$ cat config.mk
export PLATFORM = sky130hd
export DESIGN_NAME = brick_map
export DESIGN_NICKNAME = d
export VERILOG_FILES = /design/src/rtl/brick_map.sv
export SDC_FILE = /design/constraint.sdc
export NUM_CORES = 1
export LEC_CHECK = 0
export ABC_AREA = 1
export CAP_MARGIN = 25
export CORE_MARGIN = 2
export CORE_UTILIZATION = 55
export CTS_CLUSTER_SIZE = 8
export DETAILED_ROUTE_END_ITERATION = 10
export PLACE_DENSITY_LB_ADDON = 0.1
export SKIP_LAST_GASP = 1
export SLEW_MARGIN = 20
export SYNTH_ARGS = -nofsm -noshare
export SYNTH_HDL_FRONTEND = slang
export SYNTH_SLANG_ARGS = --single-unit
export TNS_END_PERCENT = 20
$ cat constraint.sdc
create_clock -name clk -period 3.5 [get_ports clk]
set_input_delay 0.7 -clock clk [delete_from_list [all_inputs] [get_ports clk]]
set_output_delay 0.7 -clock clk [all_outputs]
set_load 0.01 [all_outputs]
$ cat src/rtl/brick_map.sv
// Breakout brick wall: 25-brick live map, hit scoring, level refill
// and a two-stage pixel lookup feeding the VGA renderer.
module brick_map #(
  parameter int SCREEN_W        = 640,
  parameter int SCREEN_H        = 480,
  parameter int BLOCK_WIDTH     = 80,
  parameter int BLOCK_SPACING_X = 40,
  parameter int BLOCK_HEIGHT    = 30,
  parameter int FIRST_ROW_Y     = 40,
  parameter int ROW_PITCH       = 50
) (
  input  logic        clk,
  input  logic        reset,
  input  logic        erase_enable,
  input  logic [5:0]  e_pos,
  input  logic        new_level,
  input  logic [9:0]  pixel_x,
  input  logic [9:0]  pixel_y,
  output logic        brick_on,
  output logic [2:0]  brick_row,
  output logic [4:0]  bricks_left,
  output logic [15:0] score,
  output logic        busy,
  output logic        all_cleared
);

  localparam int COL_PITCH = BLOCK_WIDTH + BLOCK_SPACING_X;

  typedef enum logic [1:0] {
    REFILL  = 2'd0,
    PLAY    = 2'd1,
    CLEARED = 2'd2
  } state_e;

  state_e      state_q, state_d;
  logic [4:0]  k_q, k_d;
  logic [24:0] active_q, active_d;
  logic [4:0]  left_q, left_d;
  logic [15:0] score_q, score_d;
  logic        busy_q, busy_d;
  logic        clr_q, clr_d;

  logic        hit;
  logic [5:0]  pts;
  logic [16:0] sum;

  assign hit = erase_enable && (e_pos < 6'd25)
             && active_q[e_pos[4:0]];

  always_comb begin
    pts = 6'd0;
    unique case (1'b1)
      (e_pos < 6'd5):  pts = 6'd50;
      (e_pos >= 6'd5  && e_pos < 6'd10): pts = 6'd40;
      (e_pos >= 6'd10 && e_pos < 6'd15): pts = 6'd30;
      (e_pos >= 6'd15 && e_pos < 6'd20): pts = 6'd20;
      (e_pos >= 6'd20 && e_pos < 6'd25): pts = 6'd10;
      (e_pos >= 6'd25): pts = 6'd0;
    endcase
  end

  assign sum = {1'b0, score_q} + {11'd0, pts};

  always_comb begin
    state_d  = state_q;
    k_d      = k_q;
    active_d = active_q;
    left_d   = left_q;
    score_d  = score_q;
    busy_d   = busy_q;
    clr_d    = clr_q;
    if (new_level) begin
      state_d  = REFILL;
      k_d      = 5'd0;
      active_d = 25'd0;
      left_d   = 5'd0;
      busy_d   = 1'b1;
      clr_d    = 1'b0;
    end else begin
      unique case (state_q)
        REFILL: begin
          active_d[k_q] = 1'b1;
          left_d        = left_q + 5'd1;
          k_d           = k_q + 5'd1;
          if (k_q == 5'd24) begin
            state_d = PLAY;
            k_d     = 5'd0;
            busy_d  = 1'b0;
          end
        end
        PLAY: begin
          if (hit) begin
            active_d[e_pos[4:0]] = 1'b0;
            left_d  = left_q - 5'd1;
            score_d = sum[16] ? 16'hFFFF : sum[15:0];
            if (left_q == 5'd1) begin
              state_d = CLEARED;
              clr_d   = 1'b1;
            end
          end
        end
        CLEARED: begin
        end
        default: begin
          state_d = REFILL;
          busy_d  = 1'b1;
        end
      endcase
    end
  end

  always_ff @(posedge clk or negedge reset) begin
    if (!reset) begin
      state_q  <= REFILL;
      k_q      <= 5'd0;
      active_q <= 25'd0;
      left_q   <= 5'd0;
      score_q  <= 16'd0;
      busy_q   <= 1'b1;
      clr_q    <= 1'b0;
    end else begin
      state_q  <= state_d;
      k_q      <= k_d;
      active_q <= active_d;
      left_q   <= left_d;
      score_q  <= score_d;
      busy_q   <= busy_d;
      clr_q    <= clr_d;
    end
  end

  // Pixel stage 1: locate row/column by constant range compares.
  logic [31:0] px32, py32;
  logic [2:0]  row_c, col_c;
  logic [2:0]  row_s1_q, col_s1_q;

  assign px32 = {22'd0, pixel_x};
  assign py32 = {22'd0, pixel_y};

  always_comb begin
    row_c = 3'd7;
    col_c = 3'd7;
    for (int i = 0; i < 5; i++) begin
      if (py32 >= 32'(FIRST_ROW_Y + i * ROW_PITCH)
          && py32 < 32'(FIRST_ROW_Y + i * ROW_PITCH + BLOCK_HEIGHT)
          && py32 < 32'(SCREEN_H))
        row_c = 3'(i);
      if (px32 >= 32'(BLOCK_SPACING_X + i * COL_PITCH)
          && px32 < 32'(BLOCK_SPACING_X + i * COL_PITCH + BLOCK_WIDTH)
          && px32 < 32'(SCREEN_W))
        col_c = 3'(i);
    end
  end

  // Stage 2 looks at next-state map so an erase shows on its own edge.
  logic [4:0] idx;
  logic       on_c;

  assign idx  = ({2'd0, row_s1_q} << 2) + {2'd0, row_s1_q}
              + {2'd0, col_s1_q};
  assign on_c = (row_s1_q != 3'd7) && (col_s1_q != 3'd7)
              && active_d[idx];

  always_ff @(posedge clk or negedge reset) begin
    if (!reset) begin
      row_s1_q  <= 3'd7;
      col_s1_q  <= 3'd7;
      brick_on  <= 1'b0;
      brick_row <= 3'd7;
    end else begin
      row_s1_q  <= row_c;
      col_s1_q  <= col_c;
      brick_on  <= on_c;
      brick_row <= on_c ? row_s1_q : 3'd7;
    end
  end

  assign bricks_left = left_q;
  assign score       = score_q;
  assign busy        = busy_q;
  assign all_cleared = clr_q;

endmodule
# --- After elaboration in Yosys (flattened, before gate mapping) ---
# Index checks and enable logic that the tools add are counted.
classes:
  n_addsub: 6
  magnitude_cmp: 37
  n_eq_ne: 11
  muxes: 42
  bitwise: 4
  reduce_logical: 42
ops:
  columns: ["cell", "count"]
  rows:
  - ["$mux W25", 2]
  - ["$pmux W25 S2", 1]
  - ["$ge A10 B8 Y1 const B", 4]
  - ["$lt A10 B9 Y1 const B", 4]
  - ["$pmux W6 S6", 1]
  - ["$mux W3", 11]
  - ["$logic_and A1 B1 Y1", 30]
  - ["$lt A10 B7 Y1 const B", 3]
  - ["$lt A10 B8 Y1 const B", 3]
  - ["$and A25 B25 Y25", 1]
  - ["$mux W5", 5]
  - ["$not A25 Y25", 1]
  - ["$or A25 B25 Y25", 1]
  - ["$ge A10 B6 Y1 const B", 2]
  - ["$ge A10 B9 Y1 const B", 2]
  - ["$lt A10 B10 Y1 const B", 2]
  - ["$lt A5 B6 Y1 const B", 3]
  - ["$add A16 B6 Y17", 1]
  - ["$mux W16", 1]
  - ["$ne A3 B3 Y1 const B", 5]
  - ["$ge A6 B4 Y1 const B", 2]
  - ["$ge A6 B5 Y1 const B", 2]
  - ["$lt A6 B4 Y1 const B", 2]
  - ["$lt A6 B5 Y1 const B", 2]
  - ["29 further kinds", 51]
totals:
  register_bits: 65
  output_inout_bits: 27
  word_cells: 153

# --- Logic depth before layout (Yosys ltp) ---
# Gate-level depths: netlist (run 1).
logic_depth:
  word_depth: 13
  ltp_mapped: 23
  ltp_nobuf: 22

# --- Worst setup path after synthesis (run 1) ---
# OpenSTA, ideal clock, no wires.
synth_timing:
  path_type: "input -> register"
  start: "in e_pos[3]"
  end: "reg score_q[3], in the netlist score[3]"
  arrival_time_ns: 3.128
  required_ns: 3.354
  path_slack_ns: 0.226
  stages: 18
  path_buffers: 2
  cell_sequence: "buf_2 > nand2_1 > nor2_1 > a21oi_1 > or2_2 > o21ai_0 > inv_1 > nand2_1 > ha_1 > a21oi_1 > nand2_1 > a21oi_1 > inv_1 > a21oi_1 > nor4_1 > nand4_1 > clkbuf_1 > o211ai_1"
synth_via:
  elab_chain_len: 5
  elab_cells_between_ends: 22
  classes_between: "1 x add/sub; 10 x order compare; 4 x mux; 7 x reduce/logical"
synth_rtl:
  columns: ["element", "line", "rtl"]
  rows:
  - ["start, declared", "15", "input logic [5:0] e_pos,"]
  - ["$ge A6 B5 Y1, or another cell as far along", "57", "(e_pos >= 6'd20 && e_pos < 6'd25): pts = 6'd10;"]
  - ["$logic_and A1 B1 Y1, on equally long branches", null, null]
  - ["$pmux W6 S6", "52", "unique case (1'b1)"]
  - ["$add A16 B6 Y17", "62", "assign sum = {1'b0, score_q} + {11'd0, pts};"]
  - ["$mux W16", "95", "score_d = sum[16] ? 16'hFFFF : sum[15:0];"]
  - ["end signal, assigned", "126", "score_q <= score_d;"]
  - ["end, declared", "39", "logic [15:0] score_q, score_d;"]
# Several ways; a longest one is shown, not always the timed one. The select of a mux whose other input is x is not followed.
# A chain may end at the register's enable or synchronous reset.

# --- Worst setup path after layout (run 1) ---
layout_timing:
  start: "in e_pos[3]"
  end: "reg score_q[1], in the netlist score[1]"
# The elaborated chain is that of the path after synthesis.

==> results of run 1 <==
stage by stage:
step / hold WS (ps) / area (um2) / utilization [%] / setup WS [ps]
after floorplan: 404 / 5340 / - / 226
after global placement: 447 / 6230 / 66.7 / -26.2
after detailed placement: 457 / 6230 / 66.7 / -144
after CTS: 388 / 6440 / 69.0 / 197
after global routing: 408 / 6480 / 69.5 / -32.9
final: 362 / 6480 / 69.5 / 277
flip-flops by register name (all words and copies together) (netlist names):
register and cells:
active_q 25, all_cleared 1, brick_on 1, brick_row 3
bricks_left 5, busy 1, col_s1_q 3, k_q 5
row_s1_q 3, score 16, state_q 2
final cells by class:
| cell class | instances | area [um2] |
|---|---|---|
| Fill cell | 835 | 2850 |
| Clock buffer | 13 | 149 |
| Timing Repair Buffer | 97 | 856 |
| Multi-Input combinational cell | 623 | 3230 |
| Inverter | 101 | 379 |
| Sequential cell | 65 | 1640 |
| Tap cell | 129 | 161 |
| Clock inverter | 3 | 65.1 |
power by group through the flow:
stage	clock (mW)	sequential [mW]	combinational, mW
finish	0.726	1.18	2.26
global route	0.774	1.21	2.57
CTS	0.730	1.18	2.22
detailed placement	0	1.19	2.19
global placement	0	1.18	2.15
floorplan	0	1.17	1.53
metal layers:
layer / share of wire [%] / wire length [um] / vias up
li1: - / - / 2813
met3: 7.9 / 1210 / 45
met2: 46 / 7160 / 261
met5: 0 / 0 / -
met4: 3.0 / 467 / 0
met1: 43 / 6570 / 2680
cells in the final DEF (no fill, tap or decap), types with 2 or more instances in the layout:
| cell type | n |
|---|---|
| sky130_fd_sc_hd__nand2_1 | 223 |
| sky130_fd_sc_hd__nor2_1 | 110 |
| sky130_fd_sc_hd__inv_1 | 94 |
| sky130_fd_sc_hd__a21oi_1 | 56 |
| sky130_fd_sc_hd__dfrtp_1 | 55 |
| sky130_fd_sc_hd__nand3_1 | 51 |
| sky130_fd_sc_hd__clkdlybuf4s50_1 | 50 |
| sky130_fd_sc_hd__buf_4 | 45 |
| sky130_fd_sc_hd__o21ai_0 | 34 |
| sky130_fd_sc_hd__ha_1 | 21 |
| sky130_fd_sc_hd__nand4_1 | 14 |
| sky130_fd_sc_hd__nor3_1 | 13 |
| sky130_fd_sc_hd__a21boi_0 | 13 |
| sky130_fd_sc_hd__dfstp_2 | 10 |
| sky130_fd_sc_hd__clkbuf_8 | 10 |
| sky130_fd_sc_hd__o21bai_2 | 9 |
| sky130_fd_sc_hd__nor2_2 | 8 |
| sky130_fd_sc_hd__o211ai_1 | 6 |
| sky130_fd_sc_hd__o21bai_1 | 6 |
| sky130_fd_sc_hd__nand2_2 | 6 |
| sky130_fd_sc_hd__a21oi_2 | 5 |
| sky130_fd_sc_hd__o31ai_1 | 4 |
| sky130_fd_sc_hd__inv_2 | 4 |
| sky130_fd_sc_hd__o21a_1 | 4 |
| sky130_fd_sc_hd__xnor2_1 | 4 |
| sky130_fd_sc_hd__xor2_1 | 4 |
| sky130_fd_sc_hd__nor4_1 | 4 |
| sky130_fd_sc_hd__clkinv_1 | 3 |
| sky130_fd_sc_hd__o21ai_1 | 3 |
| sky130_fd_sc_hd__clkbuf_1 | 3 |
| sky130_fd_sc_hd__or2_2 | 2 |
| sky130_fd_sc_hd__nand2_4 | 2 |
| sky130_fd_sc_hd__o22ai_1 | 2 |
| sky130_fd_sc_hd__fa_1 | 2 |
| sky130_fd_sc_hd__bufinv_16 | 2 |
cells by family after synthesis:
logic type | count (synthesis) | synth area share [%]
AO/OA/AOI/OAI | 151 | 17.7
XOR/XNOR | 8 | 1.31
adder cells (fa/ha/maj) | 24 | 6.04
buffers and inverters | 128 | 9.62
flip-flops | 65 | 30.7
multiplexers | 1 | 0.211
AND/OR/NAND/NOR | 439 | 34.5
worst reg2reg max path: stages, from the launching register on:
cell and delay [ps]:
sky130_fd_sc_hd__dfrtp_1 430, sky130_fd_sc_hd__clkinv_1 270, sky130_fd_sc_hd__nor3_1 610, sky130_fd_sc_hd__a21oi_1 150, sky130_fd_sc_hd__nor2_1 140, sky130_fd_sc_hd__nor2_1 50
sky130_fd_sc_hd__a21oi_1 310, sky130_fd_sc_hd__nor2_1 70, sky130_fd_sc_hd__nor2_1 120, sky130_fd_sc_hd__nand2_1 60, sky130_fd_sc_hd__nand3_1 60, sky130_fd_sc_hd__nand2_1 80
sky130_fd_sc_hd__nand2_2 100, sky130_fd_sc_hd__nand4_1 120
how the worst max path moves through the flow:
stage	end	depth (start not counted)
final	score[1]$_DFFE_PN0P_	20
after global routing	score[15]$_DFFE_PN0P_	21
after CTS	score[14]$_DFFE_PN0P_	18
after detailed placement	score[14]$_DFFE_PN0P_	18
after global placement	score[15]$_DFFE_PN0P_	20
after floorplan	score[3]$_DFFE_PN0P_	18
what timing repair did:
item                                    4_1_cts  5_1_grt
hold buffers                                  0        0
resized for setup                             0       12
endpoints found under the setup margin        0       16
setup buffers                                 0        0
==> PnR_summary.wiki, run 1 <==
{| class="wikitable"
! Metric !! Value
|-
| Run status || finished clean
|-
| Count of mapped cells out of synthesis || 816
|-
| Final setup violating endpoints || 0
|-
| Number of synthesized flops with an enable pin || 0
|-
| Count of endpoints failing hold in the final timing report || 0
|-
| Crit path buffers/inverters || 4
|-
| Final period util || 92.1%
|-
| Synth area leaders || sky130_fd_sc_hd__dfrtp_1 26%, sky130_fd_sc_hd__nand2_1 16%, sky130_fd_sc_hd__nor2_1 8.0%
|-
| Most frequent cell on the critical path || sky130_fd_sc_hd__nand2_1
|-
| Cell-internal power || roughly 2.3 mW
|-
| Count of port buffers added during placement || 52
|-
| IR drop worst, VDD || 0.391 mV
|-
| Insertion delay of the later-clocked pin in the worst-skew pair || ~360 ps
|-
| Post-Route Setup TNS || 0 ps
|-
| FP Rows || 35
|-
| Number of buffers on the longest clock path || 2
|-
| Chip Width || 103 um
|-
| Final weighted congestion in routability-driven placement || 0.973
|-
| Count of placed standard cells including taps || ~1,000
|-
| Number of global-route vias before repair || 5,597
|-
| Starting density of the core || 57.3%
|-
| Cell Area, Synth || 5340 um2
|-
| Maximum single-stage delay on the critical path || 520 ps
|-
| Comb power frac || 54.2%
|-
| Net count after synthesis || 870
|-
| Post-detailed-route count of antenna-violating nets || 0
|-
| Worst setup SP type || input pin
|-
| Vertical die dimension || 103 um
|-
| Warnings from Yosys || 0
|-
| Number of max-slew violations in the final report || 0
|-
| Primary FF master, synth || sky130_fd_sc_hd__dfrtp_1
|-
| Maximum net fanout on the critical path || 4
|-
| Std-Cell Core Area || 9330 um2
|-
| Total grt overflow || 0
|-
| Antenna diode count || 0
|-
| Switching part of the total || 45.9%
|-
| Max stage delay cell, worst path || sky130_fd_sc_hd__clkdlybuf4s50_1
|-
| Met3 track utilization from global routing || 6.92%
|-
| HPWL after DPL || 11,400 um
|-
| Library cells used by synthesis || 50
|-
| Final setup skew || 12.3 ps
|-
| Share of total power in sequential cells || 28.4%
|-
| Final cell count without fillers || 1,031
|-
| Kind of cell with the highest combined delay on the critical path || simple AND/OR/NAND/NOR gates
|-
| CTS buffer count || 9
|-
| DR pass1 iterations || 5
|-
| Switching component of the power || 1.92 mW
|-
| Top cells by instance count after synthesis || 224 x sky130_fd_sc_hd__nand2_1, 114 x sky130_fd_sc_hd__nor2_1, 94 x sky130_fd_sc_hd__inv_1
|-
| Final Critical Period || 3220 ps
|-
| Layout area overhead || 21.2%
|-
| Synth Area per Inst || 6.55 um2
|-
| Depth of the worst register-to-register path || 13
|-
| Cells along the critical path || clkdlybuf4s50_1 -> nand2_1 -> nor2_2 -> a21oi_1 -> or2_2 -> o21ai_0 -> inv_1 -> nand2_1 -> ha_1 -> a21oi_1 -> nand2_1 -> a21oi_1 -> inv_1 -> a21oi_2 -> buf_4 -> nor2_1 -> nand2_1 -> nor2_1 -> o21ai_0 -> nand2_1
|-
| Net total in the final layout || 951
|-
| Data required time of the worst path || 3750 ps
|-
| Area enclosed by the die boundary || about 11,000 um2
|-
| Number of clock sinks seen by CTS || between 60 and 70
|-
| I/O Pins || 57
|-
| Synth area leader || sky130_fd_sc_hd__dfrtp_1
|-
| Met1 routing resource usage after global routing || about two fifths
|-
| Achievable clock frequency || 0.310 GHz
|-
| H-tree lvl count || 3
|-
| Remaining DRCs || 0
|-
| Worst-case register-to-register setup slack || slightly above 800 ps
|-
| Destination of the worst register-to-register timing path || brick_row[1]$_DFF_PN1_
|-
| Final routed wire length divided by cell count || 14.9 um
|-
| Post-synthesis async set-or-reset flop share || 100%
|-
| Cell with the most instances after synthesis || sky130_fd_sc_hd__nand2_1
|-
| Worst setup path startpoint || e_pos[3]
|-
| RSZ-0062 raised after global routing || true
|-
| Power consumption || 4.17 mW
|-
| Signal arrival time at the worst endpoint || 3470 ps
|-
| Portion of the post-synthesis area used by sequential elements || 30.7%
|-
| Clock transition at the registers of the reported paths || 80 ps
|-
| CP Capture Type || register
|-
| Number of antenna violations at the first check in global routing || 0
|-
| DRT Wirelength || 15,400 um
|-
| Top Usage Layer GRT || met2
|-
| Area share of the leading cell type in the synthesized netlist || 25.8%
|-
| Met2 routing resource usage after global routing || a little over half
|-
| Type of the setup path with the least slack || input pin to register
|-
| Count of max-cap constraint violations || 0
|-
| Via total after detailed routing || 5,799
|-
| Post-synthesis register bit count || between 60 and 70
|-
| Fraction of layout cells with a size suffix above 1 || 12.3%
|-
| Total leakage power || 3.20 nW
|-
| Slew at the pin closest to its max-slew limit || 692 ps
|-
| Worst slew margin relative to its limit || a little over half
|-
| Worst flop-to-flop path startpoint || k_q[4]$_DFFE_PN0P_
|-
| Path category of the worst min-delay check || input pin to async pin
|-
| Wire length of the first global-routing pass || ~26,000 um
|-
| Clk network pwr share || around 17%
|-
| PwrDens || 644 nW/um2
|-
| Global router's overall resource usage || between 30% and 40%
|-
| Maximum number of pins on one net before global-route repair || 34
|-
| Detailed-route vias per instance || 5.62
|-
| Clk root buf || sky130_fd_sc_hd__clkbuf_8
|-
| Clock tree from TritonCTS || built
|-
| Drt first-iter violations || 369
|}
Power figures use the tool's default switching activity.
==> inputs of run 2 (changes only) <==
==> constraint.sdc (replaced) <==
create_clock -name clk -period 3.8 [get_ports clk]
set_input_delay 0.76 -clock clk [delete_from_list [all_inputs] [get_ports clk]]
set_output_delay 0.76 -clock clk [all_outputs]
set_load 0.01 [all_outputs]
==> run 2 against run 1 <==
Global-route usage fell by 0.67 points. Sequential share of layout area up 0.93 points. Cell count is 1.8% lower. Highest routed layer unchanged. Worst hold slack better by 100 ps.
==> PnR_summary.wiki, run 2 (synthesis results as in run 1) <==
{| class="wikitable"
! Metric !! Value
|-
| Number of antenna violations at the first check in global routing || 0 (unchanged)
|-
| Final period util || 91.8%
|-
| Final cell count without fillers || 1,012 (-1.8%)
|-
| Final weighted congestion in routability-driven placement || 0.947 (-2.6%)
|-
| Slew at the pin closest to its max-slew limit || 858 ps (+166 ps)
|-
| Final setup skew || 11.3 ps (-0.973 ps)
|-
| Count of endpoints failing hold in the final timing report || 0 (unchanged)
|-
| Global router's overall resource usage || 30.5% (-0.67 points)
|-
| Leading cell type in the layout, fill and taps excluded || sky130_fd_sc_hd__nand2_1
|-
| Final Critical Period || 3490 ps
|-
| DR pass1 iterations || 5 (unchanged)
|-
| Drt first-iter violations || 431 (+17%)
|-
| Count of port buffers added during placement || 52 (unchanged)
|-
| Vertical die dimension || 103 um (unchanged)
|-
| Switching part of the total || 48.7% (+2.7 points)
|-
| FP Rows || 35 (unchanged)
|-
| Clk root buf || sky130_fd_sc_hd__clkbuf_8
|-
| Net total in the final layout || 932 (-2.0%)
|-
| I/O Pins || 57 (unchanged)
|-
| Signal arrival time at the worst endpoint || 3730 ps (+260 ps)
|-
| Clk network pwr share || 14.6% (-2.8 points)
|-
| Wire length of the first global-routing pass || 25,100 um (-2.7%)
|-
| Starting density of the core || 57.3% (unchanged)
|-
| Std-Cell Core Area || 9330 um2 (unchanged)
|-
| Area enclosed by the die boundary || 10,500 um2 (unchanged)
|-
| Post-CTS setup-driven buffer insertion count || 0 (unchanged)
|-
| Remaining DRCs || 0 (unchanged)
|-
| Maximum net fanout on the critical path || 5 (+1)
|-
| DRT Wirelength || 15,400 um (about the same)
|-
| Worst slew margin relative to its limit || 42.8% (-11 points)
|-
| H-tree lvl count || 3 (unchanged)
|-
| Share of total power in sequential cells || 29.8% (+1.4 points)
|-
| Insertion delay of the later-clocked pin in the worst-skew pair || 360 ps (about the same)
|-
| HPWL after DPL || 11,300 um (-1.2%)
|-
| Achievable clock frequency || between 0.2 and 0.3 GHz
|-
| Via total after detailed routing || 5,677 (-2.1%)
|-
| PwrDens || 585 nW/um2 (-9.1%)
|-
| IR drop worst, VDD || 0.359 mV (-8.2%)
|-
| Number of global-route vias before repair || 5,434 (-2.9%)
|-
| Total grt overflow || 0 (unchanged)
|-
| Comb power frac || 55.6% (+1.4 points)
|-
| Cell-internal power || 1.88 mW (-17%)
|-
| Clock tree from TritonCTS || built
|-
| Type of the setup path with the least slack || input pin to register
|-
| CP Capture Type || register
|-
| Number of clock sinks seen by CTS || 65 (unchanged)
|-
| Data required time of the worst path || 4040 ps (+290 ps)
|-
| Count of max-cap constraint violations || 0 (unchanged)
|-
| Worst setup SP type || input pin
|-
| CTS buffer count || 9 (unchanged)
|-
| Register with the most flip-flops || active_q
|-
| Path category of the worst min-delay check || register to register
|-
| Most used cells in the layout excluding fill and tap cells || 223 x sky130_fd_sc_hd__nand2_1, 113 x sky130_fd_sc_hd__nor2_1, 94 x sky130_fd_sc_hd__inv_1
|-
| Final routed wire length divided by cell count || 15.2 um (+2.0%)
|-
| Maximum number of pins on one net before global-route repair || 66 (+94%)
|-
| Number of max-slew violations in the final report || 0 (unchanged)
|-
| Power consumption || 3.65 mW (-12%)
|-
| Final setup violating endpoints || 0 (unchanged)
|-
| Total leakage power || 3.08 nW (-3.9%)
|-
| Fraction of layout cells with a size suffix above 1 || 9.74% (-2.6 points)
|-
| Antenna diode count || 0 (unchanged)
|-
| Clock transition at the registers of the reported paths || 70 ps (about the same)
|-
| Detailed-route vias per instance || 5.61 (-0.27%)
|-
| Count of placed standard cells including taps || 996 (-1.9%)
|-
| Run status || finished clean
|-
| Post-detailed-route count of antenna-violating nets || 0 (unchanged)
|-
| Chip Width || 103 um (unchanged)
|-
| Flip-flop count of the largest register, all copies and words added || 25 (unchanged)
|-
| Switching component of the power || 1.78 mW (-7.2%)
|-
| Number of buffers on the longest clock path || 2 (unchanged)
|-
| Layout area overhead || 16.9%
|}
[run 2: final timing paths]
check	start	endpoint	slack (ps)	cells past startpoint
min in group asynchronous	reset	bricks_left[2]$_DFFE_PN0P_	590	2
max in group asynchronous	reset	score[13]$_DFFE_PN0P_	2640	2
worst min register to register	score[0]$_DFFE_PN0P_	score[0]$_DFFE_PN0P_	460	2
worst max-delay path	e_pos[3]	score[15]$_DFFE_PN0P_	310	21
worst max register to register	state_q[1]$_DFFE_PN0P_	brick_on$_DFF_PN0_	1080	15
worst min-delay path	score[0]$_DFFE_PN0P_	score[0]$_DFFE_PN0P_	460	2
[run 2: worst max-delay path: stages]
cell and delay [ps]:
sky130_fd_sc_hd__clkdlybuf4s50_1 570, sky130_fd_sc_hd__nand2_1 100, sky130_fd_sc_hd__nor2_1 130, sky130_fd_sc_hd__a21oi_1 100, sky130_fd_sc_hd__or2_2 310, sky130_fd_sc_hd__o21ai_0 90, sky130_fd_sc_hd__inv_1 80, sky130_fd_sc_hd__nand2_1 60
sky130_fd_sc_hd__ha_1 190, sky130_fd_sc_hd__fa_1 220, sky130_fd_sc_hd__nand3_1 100, sky130_fd_sc_hd__nand2_1 90, sky130_fd_sc_hd__nand2_1 70, sky130_fd_sc_hd__a21oi_1 150, sky130_fd_sc_hd__nand2_2 100, sky130_fd_sc_hd__nor3_2 190
sky130_fd_sc_hd__nand2_2 120, sky130_fd_sc_hd__nor2_1 140, sky130_fd_sc_hd__nand2_1 70, sky130_fd_sc_hd__nand2_1 50, sky130_fd_sc_hd__nand3_1 60
[run 2: through the flow]
step	setup WS (ps)	TNS, ps	area, um2	util [%]	hold slack, ps
after floorplan	466	0	5340	-	464
after global routing	-28.1	-28.1	6250	67.0	490
after CTS	357	0	6250	67.0	467
final	311	0	6250	67.0	464
after detailed placement	-0.653	-0.653	6080	65.2	448
after global placement	113	0	6080	65.2	447
[run 2: power groups by stage]
stage | Combinational [mW] | Sequential [mW] | Clock (mW)
2_1_floorplan | 1.41 | 1.07 | 0
3_3_place_gp | 1.93 | 1.09 | 0
3_5_place_dp | 1.99 | 1.10 | 0
4_1_cts | 2.00 | 1.09 | 0.537
5_1_grt | 2.29 | 1.12 | 0.571
6_report | 2.03 | 1.09 | 0.533
[run 2: timing repair]
action,CTS,global route
resized for setup,0,1
hold buffers,0,0
setup endpoints to repair,0,1
[run 2: cell type report]
cell class / instances / area (um2)
Fill cell: 875 / 3080
Timing Repair Buffer: 78 / 711
Clock buffer: 10 / 128
Tap cell: 129 / 161
Sequential cell: 65 / 1640
Clock inverter: 6 / 35.0
Inverter: 101 / 379
Multi-Input combinational cell: 623 / 3200
[run 2: routing by layer]
metal	wire length [um]	global-route usage, %
met1	6500	38.9
met2	7160	50.9
met3	1260	5.22
met4	497	13.6
met5	0	0
